--- src/rtl/cordic_pkg.sv ---
// Shared Q9.12 CORDIC constants and controller state encoding.
// Latency: none (declarations only).
// Backpressure: none (declarations only).
package cordic_pkg;

  localparam int WIDTH     = 22;
  localparam int FRAC_BITS = 12;
  localparam int INT_BITS  = WIDTH - FRAC_BITS - 1;
  localparam int ITERS     = INT_BITS + FRAC_BITS + 1;

  // Saturation limits of the signed Q9.12 result
  localparam logic signed [WIDTH-1:0] Q_MAX = {1'b0, {(WIDTH-1){1'b1}}};
  localparam logic signed [WIDTH-1:0] Q_MIN = {1'b1, {(WIDTH-1){1'b0}}};

  // Same encoding as the linear-rotation multiplier controller
  typedef enum logic [1:0] {
    IDLE = 2'b00,
    CALC = 2'b01,
    DONE = 2'b10
  } state_t;

endpackage

--- src/rtl/cordic_linvec_step.sv ---
// One linear-vectoring CORDIC iteration: drives y toward 0, accumulates y/x into z.
// Latency: purely combinational.
// Backpressure: none; the caller sequences the iteration index.
module cordic_linvec_step
  import cordic_pkg::*;
#(
  parameter int XW    = 34,
  parameter int ZW    = 24,
  parameter int IW    = 6,
  parameter int FBITS = FRAC_BITS
) (
  input  logic signed [XW-1:0] x,
  input  logic signed [XW-1:0] y,
  input  logic signed [ZW-1:0] z,
  input  logic signed [IW-1:0] i,
  output logic signed [XW-1:0] y_next,
  output logic signed [ZW-1:0] z_next
);

  logic [IW-1:0]        x_amt;
  logic [IW-1:0]        w_amt;
  logic signed [XW-1:0] x_sh;
  logic signed [ZW-1:0] w;
  logic                 same_sign;

  // Scale x by 2^-i, pick the direction from the sign of y relative to x
  always_comb begin
    x_amt     = i[IW-1] ? IW'(-i) : IW'(i);
    x_sh      = i[IW-1] ? (x << x_amt) : (x >>> x_amt);
    w_amt     = IW'(FBITS) - IW'(i);
    w         = {{(ZW-1){1'b0}}, 1'b1} << w_amt;
    // y == 0 is treated as positive
    same_sign = (y[XW-1] == x[XW-1]);
    y_next    = same_sign ? (y - x_sh) : (y + x_sh);
    z_next    = same_sign ? (z + w) : (z - w);
  end

endmodule

--- src/rtl/cordic_divider.sv ---
// Iterative Q9.12 divider, quotient = dividend / divisor, one CORDIC iteration per clock.
// Latency: done 23 edges after start is sampled (1 edge for divide by zero).
// Backpressure: start is ignored while busy; no queueing.
module cordic_divider
  import cordic_pkg::*;
#(
  parameter int WIDTH     = cordic_pkg::WIDTH,
  parameter int FRAC_BITS = cordic_pkg::FRAC_BITS,
  parameter int INT_BITS  = cordic_pkg::INT_BITS,
  parameter int ITERS     = cordic_pkg::ITERS
) (
  input  logic                    clk,
  input  logic                    rst,
  input  logic                    start,
  input  logic signed [WIDTH-1:0] dividend,
  input  logic signed [WIDTH-1:0] divisor,
  output logic                    busy,
  output logic                    done,
  output logic signed [WIDTH-1:0] quotient,
  output logic                    div_by_zero,
  output logic                    overflow
);

  // Guard bits let x << INT_BITS and the running y stay exact
  localparam int XW     = WIDTH + INT_BITS + 3;
  localparam int ZW     = WIDTH + 2;
  localparam int IW     = 6;
  localparam int I_LAST = ITERS - INT_BITS - 1;

  localparam logic signed [ZW-1:0]    Z_HI = ZW'((1 << (WIDTH-1)) - 1);
  localparam logic signed [ZW-1:0]    Z_LO = -ZW'(1 << (WIDTH-1));
  localparam logic signed [WIDTH-1:0] R_HI = {1'b0, {(WIDTH-1){1'b1}}};
  localparam logic signed [WIDTH-1:0] R_LO = {1'b1, {(WIDTH-1){1'b0}}};

  state_t               state;
  logic signed [XW-1:0] x_r;
  logic signed [XW-1:0] y_r;
  logic signed [ZW-1:0] z_r;
  logic signed [IW-1:0] i_r;
  logic                 dbz_r;
  logic signed [XW-1:0] y_nx;
  logic signed [ZW-1:0] z_nx;

  cordic_linvec_step #(
    .XW    (XW),
    .ZW    (ZW),
    .IW    (IW),
    .FBITS (FRAC_BITS)
  ) u_step (
    .x      (x_r),
    .y      (y_r),
    .z      (z_r),
    .i      (i_r),
    .y_next (y_nx),
    .z_next (z_nx)
  );

  // Controller and datapath registers; result and flags only move in DONE
  always_ff @(posedge clk or posedge rst) begin
    if (rst) begin
      state       <= IDLE;
      x_r         <= '0;
      y_r         <= '0;
      z_r         <= '0;
      i_r         <= '0;
      dbz_r       <= 1'b0;
      busy        <= 1'b0;
      done        <= 1'b0;
      quotient    <= '0;
      div_by_zero <= 1'b0;
      overflow    <= 1'b0;
    end else begin
      done <= 1'b0;
      case (state)
        IDLE: begin
          if (start) begin
            x_r   <= {{(XW-WIDTH){divisor[WIDTH-1]}}, divisor};
            y_r   <= {{(XW-WIDTH){dividend[WIDTH-1]}}, dividend};
            z_r   <= '0;
            i_r   <= IW'(-INT_BITS);
            busy  <= 1'b1;
            dbz_r <= (divisor == '0);
            state <= (divisor == '0) ? DONE : CALC;
          end
        end
        CALC: begin
          y_r <= y_nx;
          z_r <= z_nx;
          i_r <= i_r + IW'(1);
          if (i_r == IW'(I_LAST)) state <= DONE;
        end
        DONE: begin
          done        <= 1'b1;
          busy        <= 1'b0;
          state       <= IDLE;
          div_by_zero <= dbz_r;
          if (dbz_r) begin
            // y still holds the dividend: saturate toward its sign
            quotient <= y_r[XW-1] ? R_LO : R_HI;
            overflow <= 1'b0;
          end else if (z_r > Z_HI) begin
            quotient <= R_HI;
            overflow <= 1'b1;
          end else if (z_r < Z_LO) begin
            quotient <= R_LO;
            overflow <= 1'b1;
          end else begin
            quotient <= z_r[WIDTH-1:0];
            overflow <= 1'b0;
          end
        end
        default: state <= IDLE;
      endcase
    end
  end

endmodule

--- config.mk ---
export PLATFORM = sky130hd
export DESIGN_NAME = cordic_divider
export DESIGN_NICKNAME = d
export VERILOG_FILES = /design/src/rtl/cordic_pkg.sv /design/src/rtl/cordic_linvec_step.sv /design/src/rtl/cordic_divider.sv
export SDC_FILE = /design/constraint.sdc
export NUM_CORES = 1
export LEC_CHECK = 0
export ABC_AREA = 1
export BUFFER_PORTS_ARGS = -buffer_cell sky130_fd_sc_hd__buf_2
export CORE_MARGIN = 2
export CORE_UTILIZATION = 40
export CTS_BUF_LIST = sky130_fd_sc_hd__clkbuf_4
export DETAILED_ROUTE_END_ITERATION = 6
export PLACE_DENSITY = 0.52
export SLEW_MARGIN = 20
export SYNTH_ARGS = -nofsm -noshare
export SYNTH_HDL_FRONTEND = slang
export SYNTH_HIERARCHICAL = 1
export SYNTH_SLANG_ARGS = --single-unit
--- constraint.sdc ---
create_clock -name clk -period 8 [get_ports clk]
set_input_delay 0.4 -clock clk [delete_from_list [all_inputs] [get_ports clk]]
set_output_delay 0.4 -clock clk [all_outputs]
set_load 0.02 [all_outputs]
==> flow_summary.toml <==
[drt]
detail_route.wirelength_um = 47300
wire_per_inst_um = 16.7
avgViaCountPerCell = 5.30
detailroute.via_count = 15000
final_antenna_net_count = 0
drc = 0
drt_iter0_drc = 1124
drt_pass1_iterations = 6

[yosys]
synth.ff_latch_count = 115
synth_enable_flop_cells = 0
synth.yosys.seq_area_share = 0.209
postSynth.topFlopCell = "sky130_fd_sc_hd__dfrtp_1"
ys_warn_count = 6
ys_async_sr_fraction = 1.00
syn-cell-area_um2 = 13800
syn-mean-instance-area_um2 = 5.89
synthCells = 2339
netlist-cell-type-count = 49
synthesis.nets = 2453

[clock_tree]
clock_tree.root_cell = "sky130_fd_sc_hd__clkbuf_4"
insertion_delay_ns = 0.61
cts_buffers = 17
cts.sinks = 115
cts-htree-levels = 4
tritoncts = "yes"
clockBufferDepth = 2
clkSlewWorstSetupHoldPaths_ns = 0.16

[floorplanning]
starting_density_of_the_core = 0.409
fp.dieW_um = 190
die_height_um = 190
floorplan.die_area_um2 = 35900
placeableCoreArea_um2 = 33700
ports = 73
rows = 67

[placed_design]
final_hpwl_from_detailed_placement_um = 35800
port_buffers = 72
placer_congestion_estimate = 0.940

[sta]
max_clock_freq_mhz = 158
min_period_over_period = 0.793
finClkSkew_ns = 0.0413
finalMaxSlewViolations = 0
setup_total_negative_slack_ns = 0
worst_slew_margin_rel = 0.381
rsz0062_at_grt = "false"
finalHoldViolCount = 0
timing.final.setup_violations = 0
final.min_clock_period_ns = 6.35
tightest_slew_ns = 0.925

[grt]
grt.total_usage = 0.268
global_route_wire_length_before_repair_um = 76900
globalRoute.totalOverflow = 0
vias_in_the_first_global_route = 14400
grt_start_max_net_pins = 79
antenna_violations_before_repair = 1

[critical_path]
critical_path_class = "register to register"
worst_path_max_delay_cell = "sky130_fd_sc_hd__nand2_2"
end_kind = "register"
timing.critical_path.slowest_cell_delay_ns = 0.66
crit_arrival_ns = 6.86
worst_path_maximum_fanout = 52
worstPathRequired_ns = 8.51
path_common_cell = "sky130_fd_sc_hd__nand2_1"
critPathLaunchType = "register"

[final_layout]
net_count_of_the_finished_layout = 2479
drive_above_1_share = 0.0816
sequential_cell_area_um2 = 2880
fill_cells = 3760
multiInputGateArea_um2 = 9650
area_growth_pct = 6.65

[run_status]
status = "complete, no violations"

[worst_hold_path]
timing.hold.worst.class = "input pin to register"

[job]
max_cap_violations = 0
## through the flow
step,instance area [um^2],hold WS (ns),instances,utilization,worst slack [ns]
after floorplan,13800,0.442,2339,-,3.13
after global placement,14200,0.458,2773,0.422,1.91
after detailed placement,14200,0.463,2773,0.422,1.79
after CTS,14700,0.0248,2826,0.436,1.70
after global routing,14700,0.0454,2827,0.436,1.04
final,14700,0.0821,2827,0.436,1.65
## synth_stat cells (3+ instances only)
cell	number	area share
sky130_fd_sc_hd__dfrtp_1	115	0.21
sky130_fd_sc_hd__o211ai_1	5	0.0027
sky130_fd_sc_hd__a21boi_0	3	0.0016
sky130_fd_sc_hd__nor2_1	188	0.051
sky130_fd_sc_hd__nor3_1	11	0.0040
sky130_fd_sc_hd__nand4_1	18	0.0082
sky130_fd_sc_hd__nand3_1	234	0.085
sky130_fd_sc_hd__inv_2	16	0.0044
sky130_fd_sc_hd__clkbuf_1	20	0.0054
sky130_fd_sc_hd__buf_1	4	0.0011
sky130_fd_sc_hd__a221oi_1	3	0.0019
sky130_fd_sc_hd__nand2_2	26	0.012
sky130_fd_sc_hd__inv_1	139	0.038
sky130_fd_sc_hd__a31oi_1	5	0.0023
sky130_fd_sc_hd__nand3_2	3	0.0022
sky130_fd_sc_hd__o21a_1	7	0.0038
sky130_fd_sc_hd__a211oi_1	4	0.0022
sky130_fd_sc_hd__ha_1	65	0.059
sky130_fd_sc_hd__o21ai_1	26	0.0094
sky130_fd_sc_hd__o21ai_0	102	0.037
sky130_fd_sc_hd__o21bai_1	3	0.0016
sky130_fd_sc_hd__nor4_1	7	0.0032
sky130_fd_sc_hd__xnor2_1	39	0.025
sky130_fd_sc_hd__buf_6	15	0.012
sky130_fd_sc_hd__xor2_1	63	0.040
sky130_fd_sc_hd__nand2_1	961	0.26
sky130_fd_sc_hd__buf_2	43	0.016
sky130_fd_sc_hd__a21oi_1	125	0.045
sky130_fd_sc_hd__nand3b_1	4	0.0022
sky130_fd_sc_hd__nor2_2	10	0.0045
sky130_fd_sc_hd__and2_1	3	0.0014
sky130_fd_sc_hd__nor2_4	3	0.0025
sky130_fd_sc_hd__buf_4	25	0.014
sky130_fd_sc_hd__a22o_1	21	0.013
## metal layers
| metal | vias up | global-route usage | part of all wire |
|---|---|---|---|
| met4 | 0 | 0.0704 | 0.021 |
| met5 | - | 0 | 0 |
| met1 | 6999 | 0.363 | 0.47 |
| li1 | 7601 | - | - |
| met2 | 317 | 0.455 | 0.47 |
| met3 | 52 | 0.0293 | 0.036 |
## area by class of cell
| cell class | count | area share |
|---|---|---|
| multi-input cells | 1961 | 0.657 |
| flip-flops and latches | 115 | 0.196 |
| repair buffers | 114 | 0.0513 |
| inverters | 156 | 0.0402 |
| well taps | 448 | 0.0381 |
| clock inverters | 15 | 0.00886 |
| clock buffers | 17 | 0.00869 |
| diodes | 1 | 0.000170 |
## flip-flops by register name, indices dropped and copies added (netlist names)
| register | flops |
|---|---|
| busy | 1 |
| dbz_r | 1 |
| div_by_zero | 1 |
| done | 1 |
| i_r | 6 |
| overflow | 1 |
| quotient | 22 |
| state | 2 |
| x_r | 22 |
| y_r | 34 |
| z_r | 24 |
## timing repair
action,in CTS,in global routing
gates resized for setup,0,0
hold buffers,21,0
buffers inserted,0,0
hold endpoints to repair,79,0
## kinds of logic (layout without fill, tap and decap cells)
family	after synthesis	count (layout)	share of synthesized area
AND/OR/NAND/NOR	1476	1476	0.445
AO/OA/AOI/OAI	316	316	0.129
buffers and inverters	263	302	0.0907
flip-flops	115	115	0.209
XOR/XNOR	102	102	0.0648
adder cells (fa/ha/maj)	67	67	0.0619
other	0	1	0
## worst max-delay path: cells and delay by family, from the launching register on
family                     cells  cell delay [ns]
adders and majority gates      3             1.03
AOI/OAI and AO/OA              8             1.99
buffers and inverters          4             0.61
xor gates and xnor gates       1             0.17
and+or+nand+nor               14             1.84
DFF                            1             0.55
## worst paths after layout
| kind | endpoint | cells past startpoint | startpoint | slack [ns] |
|---|---|---|---|---|
| max reg2reg | y_r[24] | 30 | i_r[1] | 1.65 |
| min in group asynchronous | quotient[14] | 3 | rst | 0.50 |
| max in group asynchronous | y_r[18] | 4 | rst | 6.12 |
| min reg2reg | x_r[2] | 2 | x_r[2] | 0.49 |
| min | x_r[16] | 3 | divisor[16] | 0.08 |
| max | y_r[24] | 30 | i_r[1] | 1.65 |
## cell usage in the layout (no fill, tap or decap), drive strengths merged, types with 2 or more instances in the layout
| cell | synthesis | layout |
|---|---|---|
| o211ai | 5 | 5 |
| clkbuf | 20 | 17 |
| a211oi | 4 | 4 |
| clkinv | 0 | 7 |
| nand2 | 989 | 989 |
| a31oi | 5 | 5 |
| fa | 2 | 2 |
| inv | 156 | 160 |
| nand3b | 5 | 5 |
| a21boi | 4 | 4 |
| nand3 | 237 | 237 |
| ha | 65 | 65 |
| dfrtp | 115 | 115 |
| o21ai | 130 | 130 |
| o21bai | 3 | 3 |
| nand4 | 18 | 18 |
| clkinvlp | 0 | 3 |
| o31ai | 2 | 2 |
| a21oi | 126 | 126 |
| nor3 | 13 | 13 |
| a22o | 21 | 21 |
| o21a | 7 | 7 |
| xor2 | 63 | 63 |
| buf | 87 | 93 |
| o221ai | 2 | 2 |
| and2 | 3 | 3 |
| dlygate4sd3 | 0 | 21 |
| a21o | 2 | 2 |
| a221oi | 3 | 3 |
| nor2 | 202 | 202 |
| nor4 | 7 | 7 |
| xnor2 | 39 | 39 |
| or2 | 2 | 2 |
Power is not shown: default switching activity piles up to over one toggle a cycle in this logic, so the estimate is an artifact.
